File: config.mk
export PLATFORM = sky130hd
export DESIGN_NAME = fifo_rd_packer
export DESIGN_NICKNAME = d
export VERILOG_FILES = /design/src/rtl/fifo_rd_packer.sv
export SDC_FILE = /design/constraint.sdc
export NUM_CORES = 1
export LEC_CHECK = 0
export CORE_ASPECT_RATIO = 0.7
export CORE_MARGIN = 2
export CORE_UTILIZATION = 50
export CTS_BUF_LIST = sky130_fd_sc_hd__clkbuf_8
export DETAILED_ROUTE_END_ITERATION = 10
export DONT_BUFFER_PORTS = 1
export PLACE_DENSITY = 0.71
export RECOVER_POWER = 50
export SKIP_LAST_GASP = 1
export SLEW_MARGIN = 20
export SYNTH_ARGS = -nofsm -noshare
export SYNTH_HDL_FRONTEND = slang
export SYNTH_SLANG_ARGS = --single-unit
File: constraint.sdc
create_clock -name rclk -period 2.96 [get_ports rclk]
set_clock_uncertainty 0.05 [all_clocks]
set_input_delay 0.296 -clock rclk [delete_from_list [all_inputs] [get_ports rclk]]
set_output_delay 0.296 -clock rclk [all_outputs]
set_load 0.05 [all_outputs]
File: src/rtl/fifo_rd_packer.sv
// Read-side packer for the async FIFO: pops show-ahead words and packs PACK of
// them into one wide valid/ready beat, with lane-valid flags for partial beats.
module fifo_rd_packer #(
   parameter int DATASIZE = 8,
   parameter int PACK     = 4,
   parameter int TIMEOUT  = 16
) (
   input  logic                     rclk,
   input  logic                     rrst_n,
   input  logic                     rempty,
   input  logic [DATASIZE-1:0]      rdata,
   output logic                     rinc,
   input  logic                     flush,
   output logic                     m_valid,
   input  logic                     m_ready,
   output logic [DATASIZE*PACK-1:0] m_data,
   output logic [PACK-1:0]          m_keep
);

   localparam int CW = $clog2(PACK + 1);
   localparam int TW = (TIMEOUT > 0) ? $clog2(TIMEOUT + 1) : 1;
   localparam logic [CW-1:0] CNT_FULL = CW'(PACK);
   localparam logic [TW-1:0] T_LAST   = TW'((TIMEOUT > 0) ? TIMEOUT - 1 : 0);

   logic [PACK-1:0][DATASIZE-1:0] acc_q, acc_d;
   logic [CW-1:0]                 cnt_q, cnt_d;
   logic                          flush_pend_q, flush_pend_d;
   logic [TW-1:0]                 timer_q, timer_d;
   logic                          m_valid_q, m_valid_d;
   logic [DATASIZE*PACK-1:0]      m_data_q, m_data_d;
   logic [PACK-1:0]               m_keep_q, m_keep_d;

   logic            st_ready, st_fill, out_free, xfer, pop, tmo_fire;
   logic [PACK-1:0] lane_mask;

   always_comb begin
      st_ready = (cnt_q == CNT_FULL) || (flush_pend_q && (cnt_q != '0));
      st_fill  = (cnt_q != '0) && (cnt_q != CNT_FULL) && !flush_pend_q;
      out_free = !m_valid_q || m_ready;
      xfer     = st_ready && out_free;
      // Popping is allowed in the handoff cycle: the new word becomes lane 0.
      pop      = rrst_n && !rempty && (xfer || ((cnt_q != CNT_FULL) && !flush_pend_q));
      tmo_fire = (TIMEOUT > 0) && st_fill && !pop && (timer_q == T_LAST);
      for (int i = 0; i < PACK; i++) begin
         lane_mask[i] = (CW'(i) < cnt_q);
      end
   end

   always_comb begin
      acc_d     = acc_q;
      cnt_d     = cnt_q;
      m_valid_d = m_valid_q;
      m_data_d  = m_data_q;
      m_keep_d  = m_keep_q;
      timer_d   = timer_q;

      if (xfer) begin
         m_valid_d = 1'b1;
         m_keep_d  = lane_mask;
         for (int i = 0; i < PACK; i++) begin
            m_data_d[i*DATASIZE +: DATASIZE] = lane_mask[i] ? acc_q[i] : '0;
         end
         cnt_d = '0;
      end else if (m_valid_q && m_ready) begin
         m_valid_d = 1'b0;
      end

      if (pop) begin
         for (int i = 0; i < PACK; i++) begin
            if (cnt_d == CW'(i)) begin
               acc_d[i] = rdata;
            end
         end
         cnt_d = cnt_d + CW'(1);
      end

      // A flush only sticks when something will actually be in the accumulator.
      flush_pend_d = ((flush || tmo_fire) && (cnt_d != '0)) || (flush_pend_q && !xfer);

      if (pop || xfer || !st_fill || (TIMEOUT == 0)) begin
         timer_d = '0;
      end else begin
         timer_d = timer_q + TW'(1);
      end
   end

   always_ff @(posedge rclk or negedge rrst_n) begin
      if (!rrst_n) begin
         acc_q        <= '0;
         cnt_q        <= '0;
         flush_pend_q <= 1'b0;
         timer_q      <= '0;
         m_valid_q    <= 1'b0;
         m_data_q     <= '0;
         m_keep_q     <= '0;
      end else begin
         acc_q        <= acc_d;
         cnt_q        <= cnt_d;
         flush_pend_q <= flush_pend_d;
         timer_q      <= timer_d;
         m_valid_q    <= m_valid_d;
         m_data_q     <= m_data_d;
         m_keep_q     <= m_keep_d;
      end
   end

   assign rinc    = pop;
   assign m_valid = m_valid_q;
   assign m_data  = m_data_q;
   assign m_keep  = m_keep_q;

endmodule

# Word-level counts from Yosys, hierarchy flattened
# Cells that the tools add are included.
# classes
n_addsub,2
order_cmp,4
n_eq_ne,6
n_mux,9
n_reduce_logical,33
# ops
operator,count
$mux W8,4
$logic_and A1 B1 Y1,12
$reduce_and A2 Y1,4
$logic_or A1 B1 Y1,7
$eq A3 B2 Y1 const B,2
$logic_not A1 Y1,6
$lt A1 B3 Y1 const A,2
$lt A2 B3 Y1 const A,2
$mux W3,2
$reduce_bool A3 Y1,2
$add A5 B1 Y5 const B,1
$eq A5 B4 Y1 const B,1
$mux W5,1
$add A3 B1 Y3 const B,1
$eq A3 B1 Y1 const B,1
$eq A3 B3 Y1 const B,1
$logic_not A3 Y1,1
$ne A3 B3 Y1 const B,1
$mux W1,2
$reduce_bool A2 Y1,1
# totals
regBits,78
in_bits,13
out_inout_bits,38
wordCells,64

# Longest topological paths before layout
# Gate-level depths: netlist (run 1).
# depth
word_depth,12
depth_mapped,9
depth_no_buf,9

# Least setup slack after synthesis (run 1)
# Ideal clock, no wire load.
# synth_path
path_kind,flip-flop to flip-flop
startpoint,"reg m_valid_q, in the netlist m_valid"
endpoint,reg acc_q[24] (netlist name)
setup_ns,0.125
arrival_ns,2.031
required_time_ns,2.785
setup_slack_ns,0.755
path_stages_with_launch,9
path_buffers,1
period_less_slack_ns,2.205
cell_sequence,dfrtp_1 > nor2b_1 > buf_6 > o21a_4 > inv_1 > ha_1 > nand3_1 > a21oi_4 > mux2_2
# synth_via
elab_chain_cells,6
word_cells_on_any_way,8
cone_classes,eq/ne (1); mux (1); reduce/logical (6)
# synth_lines
element,line_no,source
start: declaration,29,"logic m_valid_q, m_valid_d;"
start signal: assignment,101,m_valid_q <= m_valid_d;
$logic_not A1 Y1 (*),39,out_free = !m_valid_q || m_ready;
$logic_or A1 B1 Y1 (*),39,
$logic_and A1 B1 Y1 (*),40,xfer = st_ready && out_free;
$mux W3 or $logic_or A1 B1 Y1 (tied branches),"57, 42",
$eq A3 B2 Y1 or $logic_and A1 B1 Y1 (tied branches),"70, 42",
$reduce_and A2 Y1 (no source line) (*),--,
end signal: assignment,89,acc_q <= '0;
end signal: assignment,97,acc_q <= acc_d;
end: declaration,25,"logic [PACK-1:0][DATASIZE-1:0] acc_q, acc_d;"
# Every way passes the cells marked *; elsewhere a longest branch is shown, timed or not.
# A chain may end at the register's enable or synchronous reset.

# Worst setup path in the final report (run 1)
# layout_path
startpoint,"reg m_valid_q, in the netlist m_valid"
endpoint,out rinc
# layout_via
elab_chain_cells,5
# layout_lines
element,line_no,source
$logic_not A1 Y1,39,
$logic_or A1 B1 Y1,39,
$logic_and A1 B1 Y1,40,
$logic_or A1 B1 Y1,42,pop = rrst_n && !rempty && (xfer || ((cnt_q != CNT_FULL) && !flush_pend_q));
$logic_and A1 B1 Y1,42,
end: declaration,12,"output logic rinc,"
# No other way between the ends.

==> flow_metrics.tcl, run 1 <==
set metrics [dict create \
    status "finished, violations left" \
    violations "capacitance limit, slew limit" \
    crit_cells 5 \
    grt_max_degree 79 \
    mostFrequentLayoutCell "dfrtp_1" \
    hold_depth 1 \
    cts_buffers 9 \
    clkSinkCount 78 \
    cts_buffer_depth 2 \
    drt_wl_total_um 6100 \
    netlist_instances 235 \
    reg2reg_depth 8 \
    crit_family "buffers and inverters" \
    worstPathArrival_ns 2.00 \
    rows 24 \
    synth_area_leaders "dfrtp_1, mux2_2, a22o_1" \
    root_buffer "clkbuf_8" \
    setup_violations 0 \
    seq_area_frac_synth_pct 60.2 \
    die_x_um 100 \
    htreeDepth 3 \
    ys_types 41 \
    hpwlAfterDp_um 4080 \
    grt_pass1_wl_um 9800 \
    dp_worst_setup_slack_ns 0.818 \
    layout_setup_ws_ns 0.618 \
    syn_to_final_growth_pct 9.10 \
    avgSynthCellArea_um2 13.8 \
    critical_path_class "reg -> out" \
    clk_pin_slew_ns 0.08 \
    ir_drop_uv 546 \
    post_cts_buffers 0 \
    min_period_over_period_pct 79.1 \
    gr-total-overflow 0 \
    antenna_found_initial 0 \
    synth_top_area_share_pct 60.2 \
    ys.warnings.count 0 \
    start_util_pct 51.9 \
    wl_per_cell_um 18.7 \
    maxSlewViolCount 79 \
    post_cts_resized 0 \
    fillers 527 \
    insertion_delay_ns 0.33 \
    drive_gt1_share_pct 29.4 \
    port-buffer-count 0 \
    synth_edf_count 0 \
    antennaDiodeCount 0 \
    drc 0 \
    start_kind "register" \
    ys_seq_elements 78 \
    cpPeakStageDelay_ns 0.51 \
    worstMarginPinSlew_ns 1.87 \
    fmax_mhz 427 \
    p_per_area_mw_per_mm2 1070 \
    synth_top_cell_by_area "dfrtp_1" \
    viasPerCell 5.63 \
    rsz0062_at_grt "false" \
    period_minus_slack_ns 2.34 \
    cts_hold_buf 2 \
    slew_headroom_pct -24.3 \
    cp_slowest_cell "clkbuf_1" \
    crit_buf_inv 2 \
    synth_nets 255 \
    num-nets-final 263 \
    first_iter_violations 80 \
    first_global_vias 1833 \
    maxCapViolCount 1 \
    vias 1835 \
    synth_ff_type "dfrtp_1" \
    die_area_mm2 0.00716 \
    timing.critical_path.cells "clkbuf_1, nor2b_1, buf_4, nand2_1, and3_4" \
    firstDrtPassIters 4 \
    drtAntennaViolNets 0 \
    hold_violations 0 \
    path_max_fanout 6 \
    core_mm2 0.00625 \
    min_path_type "in -> reg" \
    p_leak_uw 0.00163 \
    place.gp.congestion 0.819 \
    end_kind "output port" \
    worstPathRequired_ns 2.61 \
    die_h_um 71.4 \
    globalRouteTotalUtil_pct 18.1 \
    synth_area_mm2 0.00324 \
    layout_common_cells "dfrtp_1, mux2_2, nand2_1" \
    synthArstFlopShare_pct 100 \
    tritoncts "built" \
    ios 51 \
    tns_ns 0 \
]
state kept, by name, indices dropped and copies added, names as in the netlist:
| name | count |
|---|---|
| cnt_q | 3 |
| m_data | 32 |
| acc_q | 32 |
| flush_pend_q | 1 |
| m_keep | 4 |
| timer_q | 5 |
| m_valid | 1 |
worst paths after layout:
path | startpoint | to | slack (ns)
setup / recovery | m_valid | rinc | 0.62
min in group asynchronous | rrst_n | m_valid | 0.99
hold / removal | rdata[5] | acc_q[29] | 0.06
max in group asynchronous | rrst_n | m_data[11] | 0.78
setup reg to reg | m_valid | acc_q[30] | 0.63
hold reg to reg | timer_q[0] | timer_q[0] | 0.41
Yosys cell counts, types with 3 or more instances:
| cell type | n |
|---|---|
| o21ai_0 | 10 |
| nand2_1 | 21 |
| nor3b_4 | 3 |
| ha_1 | 7 |
| dfrtp_1 | 78 |
| a22o_1 | 16 |
| inv_1 | 6 |
| clkbuf_1 | 4 |
| nand3_1 | 3 |
| nand2b_1 | 3 |
| nor2_1 | 6 |
| mux2_2 | 42 |
cell type report:
class | instances | area [µm²] | area share [%]
multi-input combinational | 142 | 1220 | 34.6
inverter | 6 | 22.5 | 0.636
clock inverter | 5 | 50.0 | 1.41
timing repair buffer | 6 | 41.3 | 1.17
sequential | 78 | 1950 | 55.1
clock buffer | 11 | 151 | 4.28
tap | 78 | 97.6 | 2.76
kinds of logic (layout without fill, tap and decap cells):
kind of cell	Yosys count	count (layout)	share of synthesized area [%]
AOI/OAI and AO/OA	38	38	9.29
xor gates and xnor gates	2	2	0.540
and+or+nand+nor	50	50	9.33
adders and majority gates	7	7	2.70
DFF	78	78	60.2
buffers and inverters	15	28	2.31
muxes	45	45	15.7
power breakdown:
group	internal, µW	switching (µW)
registers	1420	676
clock network	429	366
logic	474	428
through the flow:
step,hold WS [ns],instance area (µm²),power [µW],cells,utilization [%]
floorplan,-0.0496,3240,2820,235,-
global placement,-0.0469,3330,2980,308,53.3
detailed placement,-0.0471,3330,3020,308,53.3
CTS,0.0387,3570,3840,326,57.1
global route,0.0345,3540,4000,326,56.7
finish,0.0574,3540,3790,326,56.7
layer usage:
metal | GRT usage [%] | routed length (µm)
met4 | 5.48 | 37
met1 | 26.3 | 2940
met2 | 24.9 | 2650
met5 | 0 | 0
met3 | 7.51 | 463
Note: power is estimated with default switching activity, not from simulation.
==> inputs of run 2 (changes only) <==
PLACE_DENSITY = 0.74   (was 0.71)
clock period = 2 ns   (was 2.96 ns; I/O delays follow)
==> run 2 against run 1 <==
Effect of this change:
- the flow finishes with violations (hold timing, setup timing)
- register-to-register slack worse by 0.66 ns
- first-iteration DRC count is 66% higher
- total power grew 59%
- critical path depth unchanged
- non-clock buffer count increased by 27
- critical endpoint unchanged
- largest cell class unchanged
==> flow_metrics.tcl, run 2 (same netlist as run 1, synthesis figures left out) <==
set metrics [dict create \
    fillers 485 \
    cpPeakStageDelay_ns 0.54 \
    hold_violations 78 \
    min_path_type "in -> async" \
    drive_gt1_share_pct 40.1 \
    antenna_found_initial 1 \
    wl_per_cell_um 19.8 \
    fin_util_pct 62.6 \
    maxSlewViolCount 0 \
    antennaDiodeCount 0 \
    die_h_um 71.4 \
    cts_hold_buf 8 \
    globalRouteTotalUtil_pct 20.7 \
    firstDrtPassIters 4 \
    die_x_um 100 \
    drc 0 \
    slew_headroom_pct 40.7 \
    rows 24 \
    dp_cells 318 \
    critical_path_class "reg -> out" \
    p_leak_uw 0.00178 \
    final_cells 352 \
    die_area_mm2 0.00716 \
    use_met3_pct 10.2 \
    clkSinkCount 78 \
    grt_util_met1_pct 29.4 \
    first_global_vias 2037 \
    drt_wl_total_um 6960 \
    fmax_mhz 468 \
    htreeDepth 3 \
    place.gp.congestion 0.961 \
    worstPathArrival_ns 1.89 \
    end_kind "output port" \
    syn_to_final_growth_pct 20.5 \
    worstMarginPinSlew_ns 0.885 \
    grt_pass1_wl_um 11000 \
    grt_use_met2_pct 28.4 \
    hpwlAfterDp_um 4580 \
    clk_pin_slew_ns 0.08 \
    ios 51 \
    status "finished, violations left" \
    port-buffer-count 0 \
    mostFrequentLayoutCell "dfrtp_1" \
    hold_ws_ns -0.515 \
    ir_drop_uv 868 \
    viasPerCell 5.69 \
    path_max_fanout 2 \
    start_kind "register" \
    min_period_over_period_pct 107 \
    cts_buffer_depth 2 \
    rsz0062_at_grt "true" \
    grt_max_degree 81 \
    root_buffer "clkbuf_8" \
    gr-total-overflow 0 \
    cts_buffers 9 \
    timing.critical_path.cells "buf_6, or4b_4, and2_4, and3_4, buf_8" \
    drtAntennaViolNets 0 \
    worstPathRequired_ns 1.75 \
    maxCapViolCount 0 \
    busiest_layer "met1" \
    layout_setup_ws_ns -0.136 \
    core_mm2 0.00625 \
    violations "hold timing, setup timing" \
    layout_common_cells "dfrtp_1, mux2_2, nand2_1, buf_4, a22o_1" \
    period_minus_slack_ns 2.14 \
    dp_worst_setup_slack_ns 0.00351 \
    vias 2003 \
    setup_violations 24 \
    cp_slowest_cell "or4b_4" \
    first_iter_violations 133 \
    start_util_pct 51.9 \
    tritoncts "built" \
    insertion_delay_ns 0.35 \
    num-nets-final 290 \
    p_per_area_mw_per_mm2 1550 \
]
-- run 2: cell types whose count changed in the layout (fill, tap and decap cells not counted), sizes merged --
cell / delta
clkbuf: -4
inv: -2
clkinv: +2
dlygate4sd3: +7
clkinvlp: +1
buf: +22
-- run 2: final timing paths --
check	endpoint	slack, ns	depth (start not counted)	startpoint
max in group asynchronous	m_data[31]	2.27	0	rrst_n
max reg2reg	acc_q[8]	-0.03	7	cnt_q[0]
min	acc_q[1]	-0.51	0	rrst_n
min reg2reg	timer_q[0]	0.41	1	timer_q[0]
min in group rclk	m_valid	0.17	2	m_ready
max	rinc	-0.14	5	cnt_q[0]
-- run 2: routing by layer --
layer,share of wire [%],vias to the layer above,routed length [µm]
met5,0.19,-,13
met4,1.1,2,80
met3,8.3,11,577
met2,43,66,3000
met1,47,1018,3290
li1,-,906,-
-- run 2: layout make-up --
class	count	area, µm²	share of cell area [%]
clock inverter	6	63.8	1.63
multi-input combinational	142	1310	33.5
timing repair buffer	33	333	8.51
tap	78	97.6	2.50
sequential	78	1950	50.0
inverter	6	25.0	0.640
clock buffer	9	124	3.17
-- run 2: metrics by stage --
step / cell area (µm²) / TNS (ns) / total power [µW]
4_1_cts: 3850 / -0.112 / 6010
6_report: 3910 / -0.561 / 6050
2_1_floorplan: 3320 / -0.422 / 4250
3_3_place_gp: 3520 / 0 / 4670
3_5_place_dp: 3520 / 0 / 4730
5_1_grt: 3910 / -1.66 / 6360
-- run 2: critical path: cells and delay by family (launching register included) --
kind	cells	cell delay, ns
buf+inv	2	0.27
simple gates	3	0.86
flops	1	0.40
-- run 2: where the power goes --
| group | total, µW | internal [µW] | leakage [µW] | switching, µW |
|---|---|---|---|---|
| Combinational | 1810 | 1020 | 0.000673 | 793 |
| Sequential | 3100 | 2110 | 0.00101 | 991 |
| Clock | 1140 | 566 | 0.0000911 | 572 |
| Total | 6050 | 3690 | 0.00178 | 2360 |
-- run 2: timing repair --
item / CTS / global route
buffers inserted: 6 / 5
setup endpoints to repair: 3 / 33
endpoints found under the hold margin: 110 / 78
gates cloned: 0 / 0
resized for setup: 5 / 2
pin swaps: 2 / 2
